`config.mk`:
```
export PLATFORM = sky130hd
export DESIGN_NAME = button_event_arbiter
export DESIGN_NICKNAME = d
export VERILOG_FILES = /design/src/rtl/button_pkg.sv /design/src/rtl/button_debounce.sv /design/src/rtl/button_event_arbiter.sv
export SDC_FILE = /design/constraint.sdc
export NUM_CORES = 1
export LEC_CHECK = 0
export ABC_AREA = 1
export CORE_MARGIN = 5
export CORE_UTILIZATION = 56
export DETAILED_ROUTE_END_ITERATION = 16
export GPL_TIMING_DRIVEN = 0
export PLACE_DENSITY = 0.81
export SLEW_MARGIN = 10
export SYNTH_ARGS = -nofsm -noshare
export SYNTH_HDL_FRONTEND = slang
export SYNTH_SLANG_ARGS = --single-unit
```
`constraint.sdc`:
```
create_clock -name clk -period 3.5 [get_ports clk]
set_clock_uncertainty 0.2 [all_clocks]
set_input_delay 0.7 -clock clk [delete_from_list [all_inputs] [get_ports clk]]
set_output_delay 0.7 -clock clk [all_outputs]
set_load 0.05 [all_outputs]
```
`src/rtl/button_pkg.sv`:
```
// Shared types and sizes for the front-panel button event path.
package button_pkg;

  localparam int unsigned NUM_BUTTONS = 16;
  localparam int unsigned BTN_IDX_W   = 4;
  localparam int unsigned DB_CNT_W    = 8;

  typedef enum logic {IDLE, OFFER} arb_state_t;
  typedef logic [BTN_IDX_W-1:0] btn_idx_t;

endpackage

```
`src/rtl/button_debounce.sv`:
```
// Single-button debouncer: a new synchronised level must persist for
// DEBOUNCE_TICKS sample ticks before it replaces the stable level.
module button_debounce
  import button_pkg::*;
#(
  parameter int unsigned DEBOUNCE_TICKS = 10
) (
  input  logic clk,
  input  logic reset_n,
  input  logic tick,
  input  logic syncIn,
  output logic stable
);

  localparam logic [DB_CNT_W-1:0] LAST_CNT = DB_CNT_W'(DEBOUNCE_TICKS - 1);

  logic [DB_CNT_W-1:0] r_count;

  // Any return to the stable level restarts the persistence count
  always_ff @(posedge clk or negedge reset_n) begin
    if (!reset_n) begin
      stable  <= 1'b0;
      r_count <= '0;
    end else if (syncIn == stable) begin
      r_count <= '0;
    end else if (tick) begin
      if (r_count == LAST_CNT) begin
        stable  <= syncIn;
        r_count <= '0;
      end else begin
        r_count <= r_count + DB_CNT_W'(1);
      end
    end
  end

endmodule

```
`src/rtl/button_event_arbiter.sv`:
```
// Button front end: synchronise, debounce, latch one pending press per button
// and serve presses round-robin over a 4-bit valid/ready channel.
module button_event_arbiter
  import button_pkg::*;
#(
  parameter int unsigned TICK_DIV       = 50000,
  parameter int unsigned DEBOUNCE_TICKS = 10
) (
  input  logic                   clk,
  input  logic                   reset_n,
  input  logic [NUM_BUTTONS-1:0] rawButtons,
  input  logic                   eventReady,
  input  logic                   clearMissed,
  output logic                   eventValid,
  output btn_idx_t               buttonNum,
  output logic [NUM_BUTTONS-1:0] stableButtons,
  output logic                   missedEvent
);

  localparam int unsigned TICK_W = $clog2(TICK_DIV);
  localparam logic [TICK_W-1:0] TICK_LAST = TICK_W'(TICK_DIV - 1);

  logic [TICK_W-1:0]      r_tick_cnt;
  logic                   w_tick;
  logic [NUM_BUTTONS-1:0] r_sync1;
  logic [NUM_BUTTONS-1:0] r_sync2;
  logic [NUM_BUTTONS-1:0] r_stable_d;
  logic [NUM_BUTTONS-1:0] r_pending;
  logic [NUM_BUTTONS-1:0] w_press;
  logic [NUM_BUTTONS-1:0] w_clear;
  logic                   w_accept;
  logic                   w_lost;
  logic                   w_found;
  btn_idx_t               w_winner;
  btn_idx_t               r_last_grant;
  arb_state_t             r_state;

  assign w_tick = (r_tick_cnt == TICK_LAST);

  always_ff @(posedge clk or negedge reset_n) begin
    if (!reset_n) begin
      r_tick_cnt <= '0;
    end else if (w_tick) begin
      r_tick_cnt <= '0;
    end else begin
      r_tick_cnt <= r_tick_cnt + TICK_W'(1);
    end
  end

  for (genvar g = 0; g < NUM_BUTTONS; g++) begin : g_db
    button_debounce #(
      .DEBOUNCE_TICKS(DEBOUNCE_TICKS)
    ) u_db (
      .clk    (clk),
      .reset_n(reset_n),
      .tick   (w_tick),
      .syncIn (r_sync2[g]),
      .stable (stableButtons[g])
    );
  end

  assign w_press  = stableButtons & ~r_stable_d;
  assign w_accept = eventValid & eventReady;
  // A press on a button still pending (and not being consumed now) is lost
  assign w_lost   = |(w_press & r_pending & ~w_clear);

  always_comb begin
    w_clear = '0;
    if (w_accept) w_clear[buttonNum] = 1'b1;
  end

  always_ff @(posedge clk or negedge reset_n) begin
    if (!reset_n) begin
      r_sync1    <= '0;
      r_sync2    <= '0;
      r_stable_d <= '0;
      r_pending  <= '0;
    end else begin
      r_sync1    <= rawButtons;
      r_sync2    <= r_sync1;
      r_stable_d <= stableButtons;
      r_pending  <= (r_pending & ~w_clear) | w_press;
    end
  end

  always_ff @(posedge clk or negedge reset_n) begin
    if (!reset_n) begin
      missedEvent <= 1'b0;
    end else if (w_lost) begin
      missedEvent <= 1'b1;
    end else if (clearMissed) begin
      missedEvent <= 1'b0;
    end
  end

  // Round-robin search starting just after the last granted button
  always_comb begin
    btn_idx_t cand;
    cand     = '0;
    w_found  = 1'b0;
    w_winner = '0;
    for (int k = 1; k <= NUM_BUTTONS; k++) begin
      cand = r_last_grant + BTN_IDX_W'(k);
      if (!w_found && r_pending[cand]) begin
        w_found  = 1'b1;
        w_winner = cand;
      end
    end
  end

  always_ff @(posedge clk or negedge reset_n) begin
    if (!reset_n) begin
      r_state      <= IDLE;
      eventValid   <= 1'b0;
      buttonNum    <= '0;
      r_last_grant <= BTN_IDX_W'(NUM_BUTTONS - 1);
    end else begin
      case (r_state)
        IDLE: begin
          if (w_found) begin
            buttonNum  <= w_winner;
            eventValid <= 1'b1;
            r_state    <= OFFER;
          end
        end
        OFFER: begin
          if (eventReady) begin
            r_last_grant <= buttonNum;
            eventValid   <= 1'b0;
            r_state      <= IDLE;
          end
        end
      endcase
    end
  end

endmodule

```
==> qor.txt <==
vias in the first global route: 10.34k
die area: 25710 µm²
# fillers: 1746
Yosys warnings: 0
post-DP HPWL: 20240 µm
PwrDens: 711.3 nW/µm²
Core Footprint: 22430 µm²
final hold vios: 0
via count: 10.70k
Synth Instances: 1526
CP max FO: 8
initial antenna violation count: 0
synthesized cell area: 12660 µm²
P_int: 5937 µW
Static Leak: 0.006567 µW
CTS root buffer: clkbuf_16
Achievable Freq: 298.1 MHz
gpl congestion: 0.9575
Psw: 4462 µW
Die H: 160.3 µm
Overflow after GRT: 0
Mapped Avg Cell Area: 8.294 µm²
Reg2Reg Launch Point: r_last_grant[1]
Detailed Route Iter0 Violations: 827
cell area after layout: 14620 µm²
Synth Register Bits: 235
Seq/Total Area, Yosys: 46.50%
Met1 Wirelength: 12220 µm
reg2reg setup slack: 0.15 ns
post-route minimum period: 3.354 ns
CTS buffer count: 25
Setup crit start: r_last_grant[1]
Synth top area share: 45.67%
Initial Utilization: 56.42%
Max Root-Sink Buffers: 3
Worst EP required: 3.70 ns
clock sink total: 235
switching part of the total: 42.91%
drt wl/cell: 15.02 µm
status: finished clean
DR top layer: met4
Final Cycle Share: 95.84%
syn_nets: 1587
global-route wire length before repair: 48080 µm
Crit Path Class: reg2reg
Clock Power Share: 24.3%
DR pass1 iterations: 7
Logic pwr share: 46.2%
placed instance area: 13510 µm²
Total Power: 10400 µW
ranking of synthesized cells by area: dfrtp_1 46%, inv_1 7.1%, nand2_1 6.9%, nand3_1 6.8%, ha_1 4.1%
TNS Setup: 0 ns
MaxCap Viol Count: 0
vias per inst: 5.573
actual slew at the worst max-slew pin: 0.9717 ns
Total GRT Usage: 21.93%
largest net degree at the start of global routing: 106
Sequential Power Share: 29.6%
endpoints failing setup: 0
count of pins over their slew limit: 0
depth of the worst register-to-register path: 20
port bufs: 41
Syn-to-layout area delta: 15.50%
VDD IR-drop max: 0.0004812 V
worst r2r dst: eventValid
met2 wire length: 14290 µm
placed cells: 1854
DR WL met3: 1568 µm
Rel. slew slack: 35.22%
I/O pin count: 42
ANT nets after route: 0
critical path endpoint category: flip-flop
Finished Layout Cells: 1919
HP Class: reg2reg
H-tree Lvls: 1
CTS tree: done
Arr. time, crit path: 3.56 ns
Die X: 160.3 µm
CP startpoint kind: flip-flop
drc violations: 0
clock latency on the worst-skew pair: 0.51 ns
Ant. Diodes: 0
# nets final: 1676
area leader, netlist: dfrtp_1
share of cells above drive strength 1: 8.874%
CTS clk-pin slew, worst paths: 0.06 ns
# rows: 55
synth unique cells: 39
worst setup path end: eventValid
final wirelength: 28820 µm
-- synth_stat cells (all sizes together) --
cell     instances
ha              41
nor2           127
a2111oi          1
a21oi           47
clkbuf           6
nand3          174
nor4            19
dfstp            4
o21a             3
o2111ai          2
dfrtp          231
o22ai           63
buf             28
a311oi           1
inv            245
a221oi           1
and3             1
a211oi           2
o21ai          100
nand2          239
clkinv           1
a31oi            2
o32ai           20
nand4           35
nor3            38
xor2            57
xnor2           33
or2              5
-- flip-flops by register name, summed over array words and instances, names as in the netlist --
signal and count:
r_last_grant 4, r_stable_d 16, r_tick_cnt 16, r_sync2 16
missedEvent 1, r_state 1, buttonNum 4, eventValid 1
g_db.u_db.stable 16, r_pending 16, r_sync1 16, g_db.u_db.r_count 128
-- logic make-up after synthesis --
kind of cell	after synthesis	synth area share, %
adders and majority gates	41	4.053
xor gates and xnor gates	90	6.287
buffers and inverters	280	8.976
DFF	235	46.50
AOI/OAI and AO/OA	242	11.05
and+or+nand+nor	638	23.13
-- critical path, stage by stage, from the launching register on --
cell and delay [ns]:
dfstp_2 0.54, inv_2 0.06, buf_6 0.13, ha_4 0.29, buf_8 0.13, nand3_1 0.12, nand3_2 0.11, nand2_1 0.07
nand2_2 0.11, nand2_4 0.09, nor2_8 0.12, nand4_4 0.09, nor2_4 0.15, nand4_4 0.10, nor2_4 0.16, nand3_4 0.12
nor2_8 0.19, nand4_4 0.12, nand2_4 0.12, inv_2 0.05, o21a_1 0.16
-- layout by cell type, fill, tap and decap left out, types with 20 or more instances in the layout --
master / instances
inv_1: 235
nand2_1: 229
xnor2_1: 32
clkdlybuf4s50_1: 40
nor3_1: 37
o21ai_0: 98
ha_1: 40
dfrtp_1: 231
xor2_1: 53
nand3_1: 166
buf_4: 37
o22ai_1: 63
o32ai_1: 20
clkbuf_16: 25
nand4_1: 31
nor2_1: 121
a21oi_1: 47
-- area by class of cell --
class / instances / area, µm² / area share, %
clock buffer: 34 / 689.4 / 4.716
timing repair buffer: 63 / 623.1 / 4.262
tap: 285 / 356.6 / 2.439
multi-input combinational: 1011 / 5806 / 39.71
clock inverter: 12 / 92.59 / 0.6333
inverter: 246 / 928.4 / 6.351
buffer: 33 / 237.7 / 1.626
sequential: 235 / 5886 / 40.26
-- repair_timing --
action,4_1_cts,5_1_grt
pin swaps,4,7
hold endpoints to repair,33,0
buffers inserted,5,14
gates resized for setup,6,38
hold buffers,1,0
endpoints found under the setup margin,6,8
-- worst min-delay path by stage --
stage	from	endpoint	depth (start not counted)
final	r_sync1[7]	r_sync2[7]	0
after floorplan	r_sync1[0]	r_sync2[0]	0
after global placement	r_sync1[13]	r_sync2[13]	0
after detailed placement	r_sync1[7]	r_sync2[7]	0
after CTS	r_sync1[7]	r_sync2[7]	0
after global routing	r_sync1[0]	r_sync2[0]	0
-- power groups by stage --
stage	clock network (µW)	registers [µW]	logic [µW]
2_1_floorplan	0	3160	3040
3_3_place_gp	0	3120	3990
3_5_place_dp	0	3130	4060
4_1_cts	2560	3060	4210
5_1_grt	2670	3090	5260
6_report	2520	3080	4800
-- metrics by stage --
stage          hold WS, ns  setup slack [ns]  utilization (%)
5_1_grt             0.1597          -0.05956            65.16
3_5_place_dp        0.1370           -0.4434            60.22
6_report            0.1478            0.1456            65.16
2_1_floorplan       0.1312           0.05424                -
4_1_cts             0.1505           0.01061            64.05
3_3_place_gp        0.1333            -8.110            59.96
-- layer usage --
metal	track usage, %	vias up
met3	2.771	57
met2	38.44	289
met1	28.86	5101
met5	0	-
li1	-	5248
met4	6.218	0
No activity file was read; power rests on OpenSTA's default activity.
